[config.mk]
export PLATFORM = sky130hd
export DESIGN_NAME = bitrev_reorder_buf
export DESIGN_NICKNAME = d
export VERILOG_FILES = /design/src/rtl/fft_pkg.sv /design/src/rtl/bitrev_idx.sv /design/src/rtl/bitrev_reorder_buf.sv
export SDC_FILE = /design/constraint.sdc
export NUM_CORES = 1
export LEC_CHECK = 0
export ABC_AREA = 1
export CAP_MARGIN = 25
export CORE_UTILIZATION = 55
export CTS_CLUSTER_DIAMETER = 150
export DETAILED_ROUTE_END_ITERATION = 7
export PLACE_DENSITY = 0.77
export SLEW_MARGIN = 20
export SYNTH_ARGS = -nofsm -noshare
export SYNTH_HDL_FRONTEND = slang
export SYNTH_SLANG_ARGS = --single-unit
[constraint.sdc]
create_clock -name clk -period 5.4 [get_ports clk]
set_input_delay 1.08 -clock clk [delete_from_list [all_inputs] [get_ports clk]]
set_output_delay 1.08 -clock clk [all_outputs]
set_load 0.1 [all_outputs]
[src/rtl/fft_pkg.sv]
// Shared helpers for the FFT datapath: frame-length derivation and index bit reversal.
package fft_pkg;

    localparam int unsigned MAX_N = 12;

    function automatic int unsigned frame_len(input int unsigned n);
        return 32'd1 << n;
    endfunction

    // Reverses the low n bits of k; bits at and above n come back as zero.
    function automatic logic [MAX_N-1:0] bit_rev(input logic [MAX_N-1:0] k, input int unsigned n);
        logic [MAX_N-1:0] r;
        r = '0;
        for (int i = 0; i < MAX_N; i++) begin
            if (i < int'(n)) begin
                r[i] = k[int'(n) - 1 - i];
            end
        end
        return r;
    endfunction

endpackage

[src/rtl/bitrev_idx.sv]
// Combinational N-bit index reversal used to address the read bank.
module bitrev_idx
    import fft_pkg::*;
#(
    parameter int N = 3
) (
    input  logic [N-1:0] idx_i,
    output logic [N-1:0] rev_o
);

    assign rev_o = N'(bit_rev(MAX_N'(idx_i), N));

endmodule

[src/rtl/bitrev_reorder_buf.sv]
// Ping-pong frame buffer: natural-order samples in, bit-reversed order out.
// Optional macro BITREV_BYPASS_EN adds a per-frame natural-order read mode.
module bitrev_reorder_buf
    import fft_pkg::*;
#(
    parameter int N  = 3,
    parameter int DW = 16
) (
    input  logic          clk,
    input  logic          rst,
`ifdef BITREV_BYPASS_EN
    input  logic          bypass,
`endif
    input  logic          in_valid,
    output logic          in_ready,
    input  logic [DW-1:0] in_data,
    output logic          out_valid,
    input  logic          out_ready,
    output logic [DW-1:0] out_data,
    output logic          out_last
);

    localparam int FRAME = int'(frame_len(N));
    localparam logic [N-1:0] LAST = '1;

    logic [DW-1:0] mem_q [2][FRAME];
    logic [1:0]    full_q, full_d;
    logic          wb_q, wb_d;
    logic          rb_q, rb_d;
    logic [N-1:0]  wcnt_q, wcnt_d;
    logic [N-1:0]  rcnt_q, rcnt_d;

    logic          in_fire, out_fire;
    logic          wr_done, rd_done;
    logic [N-1:0]  rev_idx, rd_idx;

    assign in_ready  = !full_q[wb_q];
    assign out_valid = full_q[rb_q];
    assign in_fire   = in_valid && in_ready;
    assign out_fire  = out_valid && out_ready;
    assign wr_done   = in_fire && (wcnt_q == LAST);
    assign rd_done   = out_fire && (rcnt_q == LAST);

    // Write and read banks are always distinct when both events fire, so the
    // two flag updates never collide.
    always_comb begin
        full_d = full_q;
        wb_d   = wb_q ^ wr_done;
        rb_d   = rb_q ^ rd_done;
        wcnt_d = in_fire ? wcnt_q + 1'b1 : wcnt_q;
        rcnt_d = out_fire ? rcnt_q + 1'b1 : rcnt_q;
        if (wr_done) begin
            full_d[wb_q] = 1'b1;
        end
        if (rd_done) begin
            full_d[rb_q] = 1'b0;
        end
    end

    always_ff @(posedge clk) begin
        if (rst) begin
            full_q <= '0;
            wb_q   <= 1'b0;
            rb_q   <= 1'b0;
            wcnt_q <= '0;
            rcnt_q <= '0;
        end else begin
            full_q <= full_d;
            wb_q   <= wb_d;
            rb_q   <= rb_d;
            wcnt_q <= wcnt_d;
            rcnt_q <= rcnt_d;
        end
    end

    // Sample storage is not reset; full flags gate every read.
    always_ff @(posedge clk) begin
        if (in_fire) begin
            mem_q[wb_q][wcnt_q] <= in_data;
        end
    end

    bitrev_idx #(
        .N(N)
    ) u_bitrev_idx (
        .idx_i(rcnt_q),
        .rev_o(rev_idx)
    );

`ifdef BITREV_BYPASS_EN
    logic [1:0] mode_q, mode_d;

    // Mode is captured with the first sample of a frame and travels with its bank.
    always_comb begin
        mode_d = mode_q;
        if (in_fire && (wcnt_q == '0)) begin
            mode_d[wb_q] = bypass;
        end
    end

    always_ff @(posedge clk) begin
        if (rst) begin
            mode_q <= '0;
        end else begin
            mode_q <= mode_d;
        end
    end

    assign rd_idx = mode_q[rb_q] ? rcnt_q : rev_idx;
`else
    assign rd_idx = rev_idx;
`endif

    assign out_data = mem_q[rb_q][rd_idx];
    assign out_last = out_valid && (rcnt_q == LAST);

endmodule

; Yosys cells after proc, flatten, opt, wreduce, memory -nomap -nowiden
; Memory sizes are Yosys's and may differ from the RTL's. A register that Yosys moved wholly into a read port is not among the register bits.
; Cells that the tools add are included.
; Widths: inputs -> output; s select.
[word_totals]
regBits = 10
mem_bits_rw = 256
in_bits = 20
output_inout_bits = 19
mem_count = 1
[mem_list]
columns = memory, depth, width, rd, rd_clocked_by_memory_dff, write_ports, line
row1 = mem_q, 2, 128, 1, 1, 1, bitrev_reorder_buf.sv:26  ; logic [DW-1:0] mem_q [2][FRAME];
[classes]
n_addsub = 2
magnitude_cmp = 7
n_eq_ne = 2
mux = 18
n_bitwise = 7
n_reduce_logical = 9
[ops]
columns = cell, count
row1 = $mux 128, 1
row2 = $bmux 16 s3, 1
row3 = $demux 16 s3, 1
row4 = $mux 16, 3
row5 = $ge 4x4->1 const B, 2
row6 = $logic_and 1x1->1, 8
row7 = $mux 1, 8
row8 = $not 3->4, 2
row9 = $add 3x1->3 const B, 2
row10 = $eq 3x3->1 const B, 2
row11 = $lt 1x2->1 const B, 2
row12 = $lt 4x1->1 const B, 1
row13 = $mux 2, 2
row14 = $and 2x2->2, 1
row15 = $demux 1 s1, 2
row16 = $ge 1x1->1 const B, 2
row17 = $not 2->2, 1
row18 = $or 2x2->2, 1
row19 = $xor 1x1->1, 2
row20 = $logic_not 1->1, 1

; Longest topological paths before layout
; Gate-level depths: netlist of the first run.
[logic_depth]
depth_word = 8
mapped_depth = 9

; Modules after synthesis
; Synthesis of the first run repeated with hierarchy kept, for this count alone.
[hier_totals]
hier_cells = 1128
hier_area_um2 = 11592.4
[modules_own_cells]
columns = module, instances, cells_each, area_each_um2, seq_area_each_um2
row1 = bitrev_reorder_buf, 1, 1125, 11569.8, 7887.6
row2 = bitrev_idx, 1, 3, 22.5, 0.0

; Worst setup path after synthesis of the first run
; No wires, ideal clock.
[synth_timing]
kind = reg-to-output
from = reg rb_q
to = out out_last
t_arrival_ns = 2.834
slack_ns = 1.486
path_stages_with_launch = 6
cell_sequence = dfxtp_1 > buf_6 > inv_4 > buf_6 > nand2_2 > a21boi_0
[synth_via]
elab_chain_cells = 3
[synth_lines]
columns = element, line
row1 = from (decl), bitrev_reorder_buf.sv:29  ; logic rb_q, rb_d;
row2 = from (signal assigned), bitrev_reorder_buf.sv:70  ; rb_q <= rb_d;
row3 = $mux 1 (implied by the code) (2 in a row), bitrev_reorder_buf.sv:38  ; assign out_valid = full_q[rb_q];
row4 = $logic_and 1x1->1, bitrev_reorder_buf.sv:115  ; assign out_last = out_valid && (rcnt_q == LAST);
row5 = to (decl), bitrev_reorder_buf.sv:20  ; output logic out_last
; No other way between the ends. The select of a mux whose other input is x is not followed.

==> results of run 1 <==
layout by cell type (no fill, tap or decap), types with 3 or more instances in the layout:
master                            instances
sky130_fd_sc_hd__nand2_1                350
sky130_fd_sc_hd__edfxtp_1               256
sky130_fd_sc_hd__inv_1                  201
sky130_fd_sc_hd__nand3_1                192
sky130_fd_sc_hd__clkbuf_16               27
sky130_fd_sc_hd__buf_4                   24
sky130_fd_sc_hd__clkdlybuf4s50_1         21
sky130_fd_sc_hd__clkinv_1                 9
sky130_fd_sc_hd__nor2_1                   9
sky130_fd_sc_hd__nor2_2                   9
sky130_fd_sc_hd__a21oi_1                  9
sky130_fd_sc_hd__clkinv_2                 8
sky130_fd_sc_hd__dfxtp_1                  8
sky130_fd_sc_hd__nor2_4                   7
sky130_fd_sc_hd__o21ai_0                  6
sky130_fd_sc_hd__buf_8                    6
sky130_fd_sc_hd__ha_1                     4
sky130_fd_sc_hd__nand2_2                  3
state kept, by name, indices dropped and copies added (netlist names):
name,count
rb_q,1
rcnt_q,3
mem_q,256
wb_q,1
full_q,2
wcnt_q,3
cells by family after synthesis:
group / after synthesis / share of synthesized area
fa+ha+maj: 4 / 0.00433
compound gates: 19 / 0.00876
buf+inv: 259 / 0.0962
flops: 266 / 0.682
simple gates: 573 / 0.209
layer usage:
metal	GRT usage	routed length, µm	part of all wire	vias to the layer above
met2	0.411	13000	0.47	455
met1	0.354	10900	0.39	3720
met4	0.102	899	0.032	4
met3	0.0739	3070	0.11	66
li1	-	-	-	3671
met5	0	26	0.00093	-
path summary, 6_finish.rpt:
kind / slack [ns] / end / depth (start not counted) / start
setup reg to reg: 2.13 / mem_q[0][76]$_DFFE_PP_ / 7 / wb_q$_SDFF_PP0_
setup / recovery: 1.05 / out_data[6] / 8 / rb_q$_SDFF_PP0_
hold / removal: 0.53 / wcnt_q[1]$_SDFFE_PP0N_ / 2 / wcnt_q[1]$_SDFFE_PP0N_
hold reg to reg: 0.53 / wcnt_q[1]$_SDFFE_PP0N_ / 2 / wcnt_q[1]$_SDFFE_PP0N_
power by group through the flow:
| stage | logic (mW) | registers [mW] | clock network (mW) |
|---|---|---|---|
| final | 0.221 | 2.30 | 1.68 |
| after global routing | 0.235 | 2.30 | 1.76 |
| after CTS | 0.220 | 2.30 | 1.69 |
| after detailed placement | 0.219 | 2.34 | 0 |
| after global placement | 0.211 | 2.34 | 0 |
| after floorplan | 0.130 | 2.34 | 0 |
tightest hold or removal path, delay by kind of cell (launching register included):
kind	cells	cell delay, ns
AOI/OAI and AO/OA	1	0.06
DFF	1	0.34
buffers and inverters	1	0.09
metrics by stage:
step	hold slack (ns)	setup slack [ns]	total power, mW	instance area [µm²]
after floorplan	0.459	1.49	2.47	11600
after global placement	0.493	1.73	2.55	12000
after detailed placement	0.520	1.64	2.56	12200
after CTS	0.532	1.07	4.21	13000
after global routing	0.571	0.896	4.30	13000
final	0.534	1.05	4.20	13000
final cells by class:
| type | instances | area share |
|---|---|---|
| tap | 270 | 0.0261 |
| antenna | 2 | 0.000386 |
| multi-input combinational | 596 | 0.204 |
| inverter | 204 | 0.0593 |
| sequential | 266 | 0.609 |
| timing repair buffer | 54 | 0.0410 |
| clock inverter | 17 | 0.00772 |
| clock buffer | 29 | 0.0527 |
==> metrics, run 1 <==
run status finished, final reports clean; routed via count 7916; final-layout setup total negative slack 0 ns; antenna violations before repair 4; Yosys warning total 0; Top delay family on crit path buffers and inverters; synthesized area 0.0116 mm²; final critical-path required period 4.35 ns; cells traversed along the worst timing path buf_4, nand2_1, nand2_1, nand2_1, nand3_1, nand3_1, nand2_1, buf_4; Final Max Slew Viols 0; # Max-Cap Violations 0; Data required, critical path 4.32 ns; layout cells sized above 1 0.0815; fraction of power spent switching nets 0.216; number of synthesized flops with an enable pin 256; power share of the sequential group 0.547; Max stage delay on crit path 0.82 ns; Leakage 5.43 nW; first-iteration detailed-routing DRC count 794; Final ANT Viol Nets 0; filler instances 1550; first-pass iteration count of the detailed router 6; count of hold buffers inserted by post-cts repair 0; TritonCTS sink count 266; Yosys top cell area share 0.665; portion of total power attributed to combinational logic 0.053; CP arrival 3.27 ns; clock latency on the worst-skew pair 0.52 ns; CP bufs+invs 2; HPWL after detailed placement 16400 µm; period utilization 0.806; number of buffer cells added on primary ports 38; FF+latch count, synth 266; net count after synthesis 1145; Area contributors post-synth sky130_fd_sc_hd__edfxtp_1, sky130_fd_sc_hd__nand2_1, sky130_fd_sc_hd__nand3_1, sky130_fd_sc_hd__inv_1, sky130_fd_sc_hd__dfxtp_1; row cnt 52; largest net degree at the start of global routing 78; worst-path maximum fanout 68; Synth Area per Inst 10.3 µm²; number of endpoints with negative hold slack in the final report 0; average wire per cell in the routed design 19.4 µm; Finished Core Util 0.634; endpoints failing setup 0; power share of the clock group 0.400; Area Overhead vs Synth 12.1%; net count reported at finish 1173; number of top-level pins 39; most numerous cell on the critical path sky130_fd_sc_hd__nand2_1; startpoint type of the worst setup path register; Final Wtd Congestion 0.825; Setup Skew 0.0173 ns; Peak VDD IR 277 µV; list of most frequent post-synthesis cells sky130_fd_sc_hd__nand2_1, sky130_fd_sc_hd__edfxtp_1, sky130_fd_sc_hd__inv_1; type of element capturing the critical path primary output; Max H-tree Level 1; first-pass GRT wire length 42300 µm; Clock Root Buffer sky130_fd_sc_hd__clkbuf_16; setup repair after global routing missed its margin no; Clock Tree Buf Depth 3; proportion of synthesized flip-flops having asynchronous set or reset 0; die boundary height 147 µm; global routing usage summed across all routing layers 0.264; Die Wd 147 µm; Mapped Cells 1121; number of buffers created by CTS 27; count of unique library cells instantiated by Yosys 22; grt total ovfl 0; PD cells 324 mW/mm²; sequential-to-total area share from yosys stat 0.682; Internal Pwr Total 3.29 mW; path type of the worst setup path register to primary output; most instantiated flip-flop cell in the synthesis netlist sky130_fd_sc_hd__edfxtp_1; worst-path cell with the longest stage delay sky130_fd_sc_hd__dfxtp_4; number of global-route vias before repair 7561; area of the core region 0.0204 mm²; drc violations 0; vias per std cell 5.50; non-filler cells in the finished layout 1438; Placed Cells 1390; area of the multi-input gates 0.00264 mm²; worst rel slew slack 0.351; die area 0.0216 mm²; CTS tree yes; initial core utilization 0.566; switching power of the nets 0.910 mW; CTS resizes 0; number of buffers inserted by post-CTS setup repair 0; library cell occupying the most area in the post-synthesis netlist sky130_fd_sc_hd__edfxtp_1; achievable frequency 230 MHz; pin slew with the least headroom to its limit 0.970 ns; Worst-path clk slew 0.06 ns; total detailed-routing wirelength 27900 µm; register area 0.00789 mm²; most common cell in the netlist sky130_fd_sc_hd__nand2_1; worst hold path class register to register
No activity file was read; power rests on OpenSTA's default activity.
==> run 2, diff against run 1 <==
PLACE_DENSITY = 0.8   (was 0.77)
clock period = 3.57 ns   (was 5.4 ns; I/O delays follow)
==> run 2 against run 1 <==
  * Non-clock buffer count increased by 15
  * Register-to-register slack worse by 0.78 ns
  * Global-route usage grew 0.84 points
  * Power rose by 57%
  * Clock skew shrank 0.0098 ns
  * Worst setup slack worse by 0.71 ns
  * Critical path type unchanged
  * Largest cell class unchanged
==> metrics, run 2 (synthesis gave the netlist of run 1 again) <==
run status finished, final reports clean; Crit. Startpoint rb_q$_SDFF_PP0_; Clock Root Buffer sky130_fd_sc_hd__clkbuf_16; commonest cells after routing, fill and taps aside sky130_fd_sc_hd__nand2_1, sky130_fd_sc_hd__edfxtp_1, sky130_fd_sc_hd__inv_1, sky130_fd_sc_hd__nand3_1, sky130_fd_sc_hd__buf_4; r2r worst-path depth 7 (unchanged); Data required, critical path 2.86 ns (-1.46 ns); met3 track demand over resource 0.0323 (-0.0416); average wire per cell in the routed design 19.6 µm (+0.90%); Max H-tree Level 1 (unchanged); startpoint type of the worst setup path register; cell area after layout 0.0133 mm² (+2.4%); count of hold buffers inserted by post-cts repair 0 (unchanged); first-iteration detailed-routing DRC count 995 (+25%); layout cells sized above 1 0.0955 (+0.0140); net count reported at finish 1187 (+1.2%); area of the multi-input gates 0.00261 mm² (-1.3%); met1 global-route usage 0.364 (+0.00947); Final Wtd Congestion 0.921 (+12%); routed via count 7957 (+0.52%); global routing usage summed across all routing layers 0.272 (+0.00836); Die Wd 147 µm (unchanged); Setup Skew 0.00758 ns (-0.00976 ns); Area Overhead vs Synth 14.7%; worst-case register-to-register setup slack 1.35 ns (-0.78 ns); Setup WS pre-CTS 0.835 ns (-0.808 ns); PD cells 496 mW/mm² (+53%); Leakage 5.60 nW (+3.0%); crit path to out_data[3]; number of endpoints with negative hold slack in the final report 0 (unchanged); non-filler cells in the finished layout 1454 (+1.1%); first-pass GRT wire length 43600 µm (+3.0%); post-detailed-placement cell area 0.0124 mm² (+2.0%); Largest regs mem_q x256, rcnt_q x3, wcnt_q x3; number of top-level pins 39 (unchanged); achievable frequency 309 MHz; # Max-Cap Violations 0 (unchanged); antenna violations before repair 1 (-3); TritonCTS sink count 266 (unchanged); first-pass iteration count of the detailed router 5 (-1); path type of the worst setup path register to primary output; number of global-route vias before repair 7855 (+3.9%); number of buffers inserted by post-CTS setup repair 0 (unchanged); Worst-path clk slew 0.06 ns (about the same); register containing the most flip-flops in the final layout mem_q; Critical R2R Capture mem_q[0][35]$_DFFE_PP_; row cnt 52 (unchanged); HPWL after detailed placement 17500 µm (+6.5%); Placed Cells 1405 (+1.1%); most common cell after layout, fill and taps aside sky130_fd_sc_hd__nand2_1; filler instances 1576 (+1.7%); most congested layer reported by global routing met2; vias per std cell 5.47 (-0.59%); setup repair after global routing missed its margin no; Crit Reg-Reg Startpoint wb_q$_SDFF_PP0_; max reg flops 256 (unchanged); total detailed-routing wirelength 28500 µm (+2.0%); number of buffer cells added on primary ports 38 (unchanged); register area 0.00789 mm² (unchanged); area of the core region 0.0204 mm² (unchanged); CP arrival 2.52 ns (-0.75 ns); final worst-path setup slack 0.333 ns (-0.712 ns); drc violations 0 (unchanged); worst-path maximum fanout 57 (-16%); die area 0.0216 mm² (unchanged); grt total ovfl 0 (unchanged); clock latency on the worst-skew pair 0.53 ns (about the same); period utilization 0.907; met2 usage in global routing 0.445 (+0.0344); final critical-path required period 3.24 ns; pin slew with the least headroom to its limit 1.03 ns (+0.0609 ns); die boundary height 147 µm (unchanged); Final Max Slew Viols 0 (unchanged); CTS resizes 0 (unchanged); largest net degree at the start of global routing 131 (+68%); number of buffers created by CTS 26 (-3.7%); Clock Tree Buf Depth 3 (unchanged); initial core utilization 0.566 (unchanged); endpoints failing setup 0 (unchanged); Final ANT Viol Nets 0 (unchanged); worst rel slew slack 0.310 (-0.0407); Peak VDD IR 417 µV (+51%); CTS tree yes; worst hold path class register to register; type of element capturing the critical path primary output; final-layout setup total negative slack 0 ns (unchanged)
==> run 2: cell types whose count changed in the layout (fill, tap and decap cells not counted), moves of 6 or more <==
cell / delta
sky130_fd_sc_hd__buf_12: +18
sky130_fd_sc_hd__nor2_2: +7
sky130_fd_sc_hd__nor2_4: -7
sky130_fd_sc_hd__buf_4: +6
sky130_fd_sc_hd__buf_8: -6
==> run 2: worst max-delay path: stages, from the launching register on <==
cell and delay (ns):
sky130_fd_sc_hd__dfxtp_4 0.36, sky130_fd_sc_hd__inv_4 0.41, sky130_fd_sc_hd__buf_12 0.33, sky130_fd_sc_hd__nand2_1 0.09, sky130_fd_sc_hd__nand2_1 0.08, sky130_fd_sc_hd__nand2_1 0.05
sky130_fd_sc_hd__nand3_1 0.11, sky130_fd_sc_hd__nand3_1 0.13, sky130_fd_sc_hd__nand2_1 0.20, sky130_fd_sc_hd__buf_12 0.20
==> run 2: through the flow <==
step | hold slack [ns] | util | power (mW)
5_1_grt | 0.566 | 0.649 | 6.74
4_1_cts | 0.522 | 0.649 | 6.60
3_3_place_gp | 0.505 | 0.608 | 3.93
6_report | 0.519 | 0.649 | 6.58
3_5_place_dp | 0.507 | 0.608 | 3.95
2_1_floorplan | 0.459 | - | 3.74
==> run 2: final cells by class <==
type,count,area share
flip-flops and latches,266,0.595
multi-input cells,596,0.196
repair buffers,69,0.0615
inverters,204,0.0579
clock buffers,35,0.0555
well taps,270,0.0255
clock inverters,13,0.00811
diodes,1,0.000189
==> run 2: routing by layer <==
layer  vias up  part of all wire
met4         0             0.054
met1      3737              0.38
met3       110             0.084
li1       3693                 -
met2       417              0.48
met5         -                 0
==> run 2: how the worst min path moves through the flow <==
stage | from | to | slack (ns) | cells past startpoint
5_1_grt | full_q[1]$_SDFF_PP0_ | full_q[1]$_SDFF_PP0_ | 0.57 | 2
3_5_place_dp | full_q[1]$_SDFF_PP0_ | full_q[1]$_SDFF_PP0_ | 0.51 | 2
3_3_place_gp | full_q[1]$_SDFF_PP0_ | full_q[1]$_SDFF_PP0_ | 0.51 | 2
6_report | full_q[1]$_SDFF_PP0_ | full_q[1]$_SDFF_PP0_ | 0.52 | 2
4_1_cts | full_q[1]$_SDFF_PP0_ | full_q[1]$_SDFF_PP0_ | 0.52 | 2
2_1_floorplan | full_q[1]$_SDFF_PP0_ | full_q[1]$_SDFF_PP0_ | 0.46 | 2
==> run 2: power by group <==
group / internal [mW] / total, mW / switching, mW / leakage, nW
clock network: 1.58 / 2.70 / 1.12 / 0.417
logic: 0.114 / 0.403 / 0.290 / 2.78
registers: 3.47 / 3.48 / 0.0131 / 2.40
